--- src/rtl/apb_slave_if.sv ---
// APB4 completer front-end for the timer register block: setup -> CMD strobe (T1) -> WAIT response (T2 earliest).
// No backpressure of its own; stalls in WAIT for the register-block ack, bounded by TIMEOUT cycles.
module apb_slave_if #(
  parameter int                ADDR_W   = 12,
  parameter int                DATA_W   = 32,
  parameter logic [ADDR_W-1:0] MAX_ADDR = 12'h01C,
  parameter int                TIMEOUT  = 15
) (
  input  logic                  clk,
  input  logic                  rst_n,
  input  logic                  psel,
  input  logic                  penable,
  input  logic                  pwrite,
  input  logic [ADDR_W-1:0]     paddr,
  input  logic [DATA_W-1:0]     pwdata,
  input  logic [DATA_W/8-1:0]   pstrb,
  output logic                  pready,
  output logic [DATA_W-1:0]     prdata,
  output logic                  pslverr,
  output logic                  wr_en,
  output logic                  rd_en,
  output logic [ADDR_W-1:0]     addr,
  output logic [DATA_W-1:0]     wdata,
  output logic [DATA_W/8-1:0]   wstrb,
  output logic                  reg_pslverr,
  input  logic                  pready_w,
  input  logic [DATA_W-1:0]     rdata,
  input  logic [DATA_W-1:0]     tcr_in
);

  localparam logic [3:0] TMO = 4'(TIMEOUT);

  typedef enum logic [1:0] {S_IDLE, S_CMD, S_WAIT} state_t;

  state_t              r_state;
  state_t              w_next;
  logic [ADDR_W-1:0]   r_addr;
  logic [DATA_W-1:0]   r_wdata;
  logic [DATA_W/8-1:0] r_wstrb;
  logic                r_write;
  logic                r_derr;
  logic                r_terr;
  logic [3:0]          r_cnt;

  logic w_setup;
  logic w_derr;
  logic w_div_bad;
  logic w_tcr_chg;
  logic w_terr;
  logic w_tmo;
  logic w_done;
  logic w_pslv;
  logic w_tcr_unused;

  assign w_setup   = psel & ~penable;
  assign w_derr    = (paddr[1:0] != 2'b00) | (paddr > MAX_ADDR);
  assign w_div_bad = pstrb[1] & (pwdata[11:8] > 4'd8);
  // Once the timer runs, div_en and div_val are frozen; only timer_en may change.
  assign w_tcr_chg = tcr_in[0] & ((pstrb[0] & (pwdata[1] != tcr_in[1])) |
                                  (pstrb[1] & (pwdata[11:8] != tcr_in[11:8])));
  assign w_terr    = (paddr == '0) & pwrite & (pstrb[1] | pstrb[0]) & (w_div_bad | w_tcr_chg);

  assign w_tmo  = (r_cnt == TMO);
  assign w_done = r_derr | pready_w | w_tmo;
  assign w_pslv = r_derr | r_terr | (w_tmo & ~pready_w);

  assign w_tcr_unused = &{1'b0, tcr_in[DATA_W-1:12], tcr_in[7:2]};

  always_ff @(posedge clk) begin
    if (!rst_n) r_state <= S_IDLE;
    else        r_state <= w_next;
  end

  always_comb begin
    w_next = r_state;
    case (r_state)
      S_IDLE:  if (w_setup) w_next = S_CMD;
      S_CMD:   w_next = psel ? S_WAIT : S_IDLE;
      S_WAIT:  if (!psel || w_done) w_next = S_IDLE;
      default: w_next = S_IDLE;
    endcase
  end

  always_comb begin
    wr_en       = 1'b0;
    rd_en       = 1'b0;
    reg_pslverr = 1'b0;
    pready      = 1'b0;
    pslverr     = 1'b0;
    prdata      = '0;
    case (r_state)
      S_CMD: begin
        wr_en       = r_write & ~r_derr;
        rd_en       = ~r_write & ~r_derr;
        reg_pslverr = r_write & ~r_derr & r_terr;
      end
      S_WAIT: begin
        if (w_done) begin
          pready  = 1'b1;
          pslverr = w_pslv;
          if (!r_write && !w_pslv) prdata = rdata;
        end
      end
      default: ;
    endcase
  end

  // Transfer latches load on the IDLE->CMD edge; the timeout counter saturates at TMO.
  always_ff @(posedge clk) begin
    if (!rst_n) begin
      r_addr  <= '0;
      r_wdata <= '0;
      r_wstrb <= '0;
      r_write <= 1'b0;
      r_derr  <= 1'b0;
      r_terr  <= 1'b0;
      r_cnt   <= '0;
    end else if (r_state == S_IDLE && w_setup) begin
      r_addr  <= paddr;
      r_wdata <= pwdata;
      r_wstrb <= pwrite ? pstrb : '0;
      r_write <= pwrite;
      r_derr  <= w_derr;
      r_terr  <= w_terr;
      r_cnt   <= '0;
    end else if (r_state == S_WAIT && !w_tmo) begin
      r_cnt   <= r_cnt + 4'd1;
    end
  end

  assign addr  = r_addr;
  assign wdata = r_wdata;
  assign wstrb = r_wstrb;

endmodule
--- config.mk ---
export PLATFORM = sky130hd
export DESIGN_NAME = apb_slave_if
export DESIGN_NICKNAME = d
export VERILOG_FILES = /design/src/rtl/apb_slave_if.sv
export SDC_FILE = /design/constraint.sdc
export NUM_CORES = 1
export LEC_CHECK = 0
export BUFFER_PORTS_ARGS = -buffer_cell sky130_fd_sc_hd__buf_2
export CORE_MARGIN = 4
export CORE_UTILIZATION = 35
export CTS_BUF_LIST = sky130_fd_sc_hd__clkbuf_8
export CTS_CLUSTER_SIZE = 20
export DETAILED_ROUTE_END_ITERATION = 7
export PLACE_DENSITY = 0.69
export SKIP_LAST_GASP = 1
export SLEW_MARGIN = 30
export SYNTH_ARGS = -nofsm -noshare
export SYNTH_HDL_FRONTEND = slang
export SYNTH_SLANG_ARGS = --single-unit
--- constraint.sdc ---
create_clock -name clk -period 3.6 [get_ports clk]
set_input_delay 0.36 -clock clk [delete_from_list [all_inputs] [get_ports clk]]
set_output_delay 0.36 -clock clk [all_outputs]
set_load 0.02 [all_outputs]
==> results.toml, run 1 <==
[grt]
grt_use_total_pct = 17.6
grt_util_met2_pct = 29.9
gr-usage-met3_pct = 7.77
antenna_found_initial = 0
grt_pass1_wl_um = 12300
busiest_layer = "met2"
grt_pass1_vias = 2552
use_met1_pct = 19.7
grt_start_max_net_pins = 55
grt_remaining_overflow = 0

[timing]
fmax_ghz = 0.450
final_hold_viol_count = 0
clock_skew_ns = 0.00768
period_needed_ns = 2.22
setup_tns_ns = 0
finalCritPeriodShare_pct = 61.7
tightest_slew_ns = 0.807
finalMaxSlewViolations = 0
relSlewSlack_pct = 46.2
setup_viol = 0
rsz0062_at_grt = "false"
hold_ws_ns = 0.261

[power_and_ir_drop]
peakVddDrop_mv = 0.269
power.internal_mw = 1.13
p_switching_mw = 0.380
p_sw_share_pct = 25.2
power.share.sequential_pct = 44.5
power_density_nw_per_um2 = 405
clkPwrFrac_pct = 42.0
pwr-share-comb_pct = 13.5
p_leak_nw = 1.85

[floorplan]
dieArea_um2 = 8840
num_io_pins = 203
row_count = 31
start_util_pct = 35.9
core_area_um2 = 7210
die_w_um = 94.0
fp.dieH_um = 94.0

[clock_tree]
hold_buffers = 0
clk_transition_reported_paths_ns = 0.07
cts_setup_buffers = 0
cts_made_buffers = 9
cts_max_path_buffers = 2
clock_sink_count = 57
cts_resized = 0
h-tree-depth = 3
clock_latency_ns = 0.33
root_buffer = "clkbuf_8"
tritoncts = "done"

[worst_hold_path]
holdCritStartpoint = "pwdata[5]"
hp-class = "input pin to flip-flop"

[synthesis]
synth_cell_types = 35
synth_nets = 429
synth_flop_cell = "dfxtp_1"
synth_compound_area_share_pct = 17.0
synthSimpleGateAreaFrac_pct = 31.5
yosysSeqAreaShare_pct = 44.0
synth_edf_count = 0
yosys-mux-area-fraction_pct = 0
synthTopCellsByArea = "dfxtp_1, nand2_1, and2_1"
synth-xor-area-share_pct = 2.37
synth-async-reset-ratio_pct = 0
yosys_warnings = 0
synth_adder_area_share_pct = 0.483
syn_area_um2 = 2590
synth_top_area_cell = "dfxtp_1"
synth_top_area_share_pct = 44.0
avgSynthCellArea_um2 = 8.36
ys_ff_latch = 57
syn_inst = 310
synth_top_family_by_area = "simple AND/OR/NAND/NOR gates"

[placed_design]
place_congestion = 0.729
port_buffers = 176
dp.final_hpwl_um = 5910
placed_area_um2 = 3500

[drt]
dr.first_iter.drc_count = 97
wl_per_cell_um = 13.4
drc = 0
wirelength_um = 7810
viasPerCell = 4.58
firstDrtPassIters = 4
vias = 2674
antenna_left = 0

[run_status]
status = "finished clean"

[run]
drv_cap = 0

[final_layout]
final_nets = 599
utilization_pct = 51.6
drive_gt1_share_pct = 41.2
design_area_um2 = 3720
antennaDiodeCount = 0
syn2layout_area_growth_pct = 43.7
final_common_cell = "buf_2"
nFillCells = 716
mostFrequentLayoutCells = "buf_2, nand2_1, dfxtp_1, and2_1, a21boi_0"

[worst_setup_path]
critPathArrivalTime_ns = 1.86
crit_path_max_fanout = 23
cp-end-kind = "output pin"
r2r-start = "r_state[0]"
worstSetupPathType = "flip-flop to output pin"
startpoint_type = "flip-flop"
crit_start = "r_state[0]"
cp_data_required_time_ns = 3.24
-- registers in the layout, summed over array words and instances (netlist names) --
signal	cells
r_state	2
wstrb	4
r_terr	1
r_write	1
r_cnt	4
addr	12
wdata	32
r_derr	1
-- layer usage --
layer	share of wire (%)	wire length (um)
met1	40	3100
met4	1.1	89
met5	0	0
met3	11	857
met2	48	3770
-- metrics by stage --
step                std cells  setup slack, ns  power, mW
floorplan                 310             1.82      0.798
global placement          567             1.46      0.888
detailed placement        567             1.38      0.893
CTS                       583             1.03       1.53
global route              584             1.20       1.59
finish                    584             1.38       1.51
-- power groups by stage --
| stage | combinational, mW | sequential, mW | clock, mW |
|---|---|---|---|
| 2_1_floorplan | 0.0827 | 0.715 | 0 |
| 3_3_place_gp | 0.203 | 0.685 | 0 |
| 3_5_place_dp | 0.207 | 0.686 | 0 |
| 4_1_cts | 0.208 | 0.672 | 0.654 |
| 5_1_grt | 0.227 | 0.675 | 0.690 |
| 6_report | 0.204 | 0.672 | 0.633 |
-- worst max-delay path, cell delays in order, from the launching register on --
cell and delay (ns):
dfxtp_1 0.36, nand2b_1 0.26, nor4_4 0.35, buf_6 0.22, and2_1 0.16, buf_2 0.17
-- cell usage after synthesis, types with 2 or more instances --
master    number
nand2b_1       4
nor3_1         3
nand3_1        8
buf_6          5
and3_1         2
nor2_1         4
and2_1        34
dfxtp_1       57
nand2_1       99
buf_2          6
clkbuf_1       9
a21boi_0      25
a21oi_1        4
xnor2_1        6
a21boi_1      24
-- final timing paths --
check        cells after the start         end  slack (ns)
min                              3    wdata[5]        0.26
min reg2reg                      2   wdata[29]        0.45
max reg2reg                      3    r_cnt[2]        1.95
max                              5  prdata[28]        1.38
-- layout make-up --
class | instances | area (um2) | share of cell area (%)
Clock buffer | 9 | 124 | 3.33
Sequential cell | 57 | 1140 | 30.6
Multi-Input combinational cell | 233 | 1340 | 36.1
Clock inverter | 7 | 85.1 | 2.28
Tap cell | 99 | 124 | 3.33
Timing Repair Buffer | 179 | 907 | 24.4
-- kinds of logic after synthesis --
family | count (synthesis)
AO/OA/AOI/OAI | 60
XOR/XNOR | 7
adder cells (fa/ha/maj) | 1
buffers and inverters | 20
flip-flops | 57
AND/OR/NAND/NOR | 165
Note: power is estimated with default switching activity, not from simulation.
==> inputs of run 2 (changes only) <==
Clock period 3.6 ns to 2.1 ns, I/O delays scaled along.
==> results.toml, run 2 (same netlist as run 1, synthesis figures left out) <==
[worst_setup_path]
startpoint_type = "flip-flop"
r2r-start = "r_state[0]"
crit_start = "r_state[0]"
crit_path_max_fanout = 32
worstSetupPathType = "flip-flop to output pin"
cp-end-kind = "output pin"
cp_data_required_time_ns = 1.89
critPathArrivalTime_ns = 1.74

[timing]
period_needed_ns = 1.95
relSlewSlack_pct = 63.0
rsz0062_at_grt = "false"
clock_skew_ns = 0.00280
setup_viol = 0
finalMaxSlewViolations = 0
tightest_slew_ns = 0.555
layout_setup_ws_ns = 0.152
final_hold_viol_count = 0
setup_tns_ns = 0
finalCritPeriodShare_pct = 92.8
fmax_ghz = 0.513

[floorplan]
num_io_pins = 203
die_w_um = 94.0
fp.dieH_um = 94.0
row_count = 31
dieArea_um2 = 8840
core_area_um2 = 7210
start_util_pct = 35.9

[final_layout]
largest_reg_flops = 32
nFillCells = 717
final_common_cell = "buf_2"
mostFrequentLayoutCells = "buf_2, nand2_1, dfxtp_1, and2_1, a21boi_0"
drive_gt1_share_pct = 41.5
syn2layout_area_growth_pct = 45.8
antennaDiodeCount = 0
finalNonFillerCells = 586
final_nets = 601

[drt]
viasPerCell = 4.65
drc = 0
vias = 2727
dr.first_iter.drc_count = 59
firstDrtPassIters = 4
wirelength_um = 7760
wl_per_cell_um = 13.2
antenna_left = 0

[grt]
grt_pass1_wl_um = 11900
grt_remaining_overflow = 0
grt_pass1_vias = 2514
grt_use_total_pct = 17.3
antenna_found_initial = 0
grt_start_max_net_pins = 53

[placed_design]
place_congestion = 0.755
dp_slack_ns = 0.455
dp.final_hpwl_um = 6050
port_buffers = 176
dpl.cell_count = 570

[run]
drv_cap = 0

[clock_tree]
clk_transition_reported_paths_ns = 0.07
cts_made_buffers = 9
cts_resized = 0
hold_buffers = 0
clock_sink_count = 57
cts_max_path_buffers = 2
cts_setup_buffers = 0
h-tree-depth = 3
root_buffer = "clkbuf_8"
clock_latency_ns = 0.34
tritoncts = "done"

[power_and_ir_drop]
p_leak_nw = 1.87
finalPower_mw = 2.76
power_density_nw_per_um2 = 730
peakVddDrop_mv = 0.422

[worst_hold_path]
holdCritStartpoint = "pwdata[27]"
hp-class = "input pin to flip-flop"

[run_status]
status = "finished clean"
[run 2: where the power goes]
part	switching (mW)	internal, mW	total [mW]
Combinational	0.198	0.155	0.354
Clock	0.438	0.814	1.25
Sequential	0.0251	1.13	1.15
[run 2: final timing paths]
check / endpoint / slack [ns] / depth (start not counted)
worst min-delay path: wdata[27] / 0.10 / 3
worst max register to register: r_cnt[2] / 0.45 / 4
worst max-delay path: prdata[28] / 0.15 / 5
worst min register to register: wdata[27] / 0.45 / 2
[run 2: cell type report]
class / instances / area, um2 / share of cell area (%)
Tap cell: 99 / 124 / 3.28
Timing Repair Buffer: 181 / 931 / 24.6
Clock inverter: 6 / 105 / 2.78
Multi-Input combinational cell: 233 / 1340 / 35.4
Sequential cell: 57 / 1140 / 30.2
Clock buffer: 10 / 138 / 3.64
[run 2: critical path, stage by stage, from the launching register on]
cell	delay (ns)
dfxtp_1	0.36
nand2b_1	0.26
nor4_4	0.16
buf_4	0.26
and2_1	0.19
buf_2	0.17
[run 2: through the flow]
step	utilization, %	hold slack (ns)	cell area, um2
2_1_floorplan	-	0.345	2590
3_3_place_gp	49.0	0.435	3530
3_5_place_dp	49.0	0.441	3530
4_1_cts	52.4	0.0817	3780
5_1_grt	52.4	0.0873	3780
6_report	52.4	0.104	3780
[run 2: routing by layer]
| layer | wire length [um] | GRT usage (%) | up-vias |
|---|---|---|---|
| met4 | 116 | 6.14 | 0 |
| met3 | 935 | 8.49 | 9 |
| li1 | - | - | 1361 |
| met5 | 0 | 0 | - |
| met1 | 2860 | 17.0 | 1221 |
| met2 | 3850 | 31.3 | 136 |
==> inputs of run 3 (changes only) <==
Settings changed: ABC_AREA from default to 1, PLACE_DENSITY 0.69 to 0.71.
==> results.toml, run 3 <==
[synthesis]
synth-async-reset-ratio_pct = 0
ys_ff_latch = 57
synthTopCellsByCount = "nand2_1, dfxtp_1, nor2_1"
avgSynthCellArea_um2 = 7.87
yosysSeqAreaShare_pct = 47.9
syn_area_um2 = 2380
yosysMostFrequentCell = "nand2_1"
synth_top_area_cell = "dfxtp_1"
synth_top_area_share_pct = 47.9
synthTopCellsByArea = "dfxtp_1, nand2_1, a22o_1"
syn_inst = 303
synth_edf_count = 0
yosys_warnings = 0
synth_cell_types = 26
synth_nets = 422
synth_flop_cell = "dfxtp_1"

[final_layout]
nFillCells = 641
ff_latch_area_um2 = 1140
mostFrequentLayoutCells = "buf_2, nand2_1, dfxtp_1, nor2_1, a22o_1"
final_nets = 600
multi_input_area_um2 = 1050
final_common_cell = "buf_2"
design_area_um2 = 3590
syn2layout_area_growth_pct = 50.5
drive_gt1_share_pct = 43.8
largest_reg_flops = 32

[placed_design]
placed_area_um2 = 3280
port_buffers = 176
dp.final_hpwl_um = 5510
place_congestion = 0.770

[worst_setup_path]
cp-end-kind = "output pin"
r2r-start = "r_state[0]"
crit_start = "r_cnt[0]"
crit_path_max_fanout = 16
critPathArrivalTime_ns = 1.81
startpoint_type = "flip-flop"
reg2reg_slack_ns = 0.67
worstSetupPathType = "flip-flop to output pin"
cp_data_required_time_ns = 1.89

[run]
drv_cap = 0

[power_and_ir_drop]
power_density_nw_per_um2 = 738
peakVddDrop_mv = 0.503
p_leak_nw = 1.95

[drt]
wl_per_cell_um = 13.3
firstDrtPassIters = 4
drc = 0
antenna_left = 0
wirelength_um = 7500
viasPerCell = 4.69
vias = 2643
dr.first_iter.drc_count = 77

[floorplan]
start_util_pct = 36.7
dieArea_um2 = 8190
num_io_pins = 203
fp.dieH_um = 90.5
die_w_um = 90.5
core_area_um2 = 6490
row_count = 29

[grt]
antenna_found_initial = 1
grt_pass1_vias = 2490
grt_remaining_overflow = 0
grt_pass1_wl_um = 11400
grt_use_total_pct = 17.0
grt_start_max_net_pins = 43

[timing]
fmax_ghz = 0.495
clock_skew_ns = 0.00553
final_hold_viol_count = 0
finalMaxSlewViolations = 0
setup_viol = 0
period_needed_ns = 2.02
finalCritPeriodShare_pct = 96.2
tightest_slew_ns = 0.378
hold_ws_ns = 0.0998
relSlewSlack_pct = 74.8

[clock_tree]
clk_transition_reported_paths_ns = 0.06
clock_latency_ns = 0.32
root_buffer = "clkbuf_8"
cts_made_buffers = 9
clock_sink_count = 57
hold_buffers = 0
tritoncts = "done"
cts_max_path_buffers = 2
h-tree-depth = 3

[run_status]
status = "finished clean"

[worst_hold_path]
hp-class = "input pin to flip-flop"
holdCritStartpoint = "paddr[5]"
[run 3: changes by cell type in the layout (fill, tap and decap cells not counted), sizes merged, moves of 4 or more]
cell / delta
inv: +26
o21ai: +15
nand3: -7
a21boi: -49
xnor2: -6
nor2: +48
and2: -34
a22o: +32
nand2b: -4
nand2: -14
[run 3: final timing paths]
path | to | cells past startpoint
worst max-delay path | prdata[29] | 8
worst min-delay path | addr[5] | 3
worst max register to register | r_cnt[0] | 8
worst min register to register | addr[7] | 2
[run 3: logic make-up after synthesis]
group,after synthesis,synth area share [%]
simple gates,145,24.2
compound gates,58,18.1
flops,57,47.9
buf+inv,41,8.98
xor+xnor,1,0.368
fa+ha+maj,1,0.525
[run 3: per-stage QoR]
step | worst slack (ns) | TNS (ns) | util, % | total power, mW | cells
floorplan | 0.459 | 0 | - | 1.38 | 303
global placement | 0.290 | 0 | 50.4 | 1.53 | 543
detailed placement | 0.222 | 0 | 50.4 | 1.54 | 543
CTS | 0.0202 | 0 | 54.0 | 2.66 | 559
global route | -0.00713 | -0.0192 | 55.2 | 2.77 | 564
finish | 0.0790 | 0 | 55.2 | 2.65 | 564
[run 3: final cells by class]
| class | instances | area share (%) |
|---|---|---|
| flip-flops and latches | 57 | 31.8 |
| multi-input cells | 205 | 29.2 |
| repair buffers | 181 | 26.9 |
| clock buffers | 10 | 3.84 |
| inverters | 25 | 2.76 |
| well taps | 77 | 2.69 |
| clock inverters | 6 | 2.30 |
| repair inverters | 2 | 0.419 |
| diodes | 1 | 0.0698 |
[run 3: per-layer routing]
metal | wire length (um) | global-route usage, % | vias up
li1 | - | - | 1343
met1 | 2900 | 17.7 | 1191
met2 | 3950 | 30.4 | 95
met3 | 474 | 5.50 | 14
met4 | 178 | 8.67 | 0
met5 | 0 | 0 | -
[run 3: power by group]
group	switching (mW)	internal, mW	total [mW]	leakage, nW
clock	0.416	0.694	1.11	0.117
sequential	0.0254	1.13	1.16	0.465
combinational	0.217	0.164	0.381	1.37
[run 3: timing repair]
item | CTS | global route
gates resized for setup | 3 | 15
setup buffers | 0 | 1
pin swaps | 0 | 1
endpoints found under the setup margin | 32 | 32
cloned | 0 | 3
[run 3: critical path, stage by stage, from the launching register on]
cell       delay, ns
dfxtp_2         0.34
ha_2            0.20
nand3_2         0.11
o21ai_1         0.07
nor2_1          0.18
nand2_2         0.12
clkbuf_16       0.19
nor2_1          0.10
buf_2           0.17
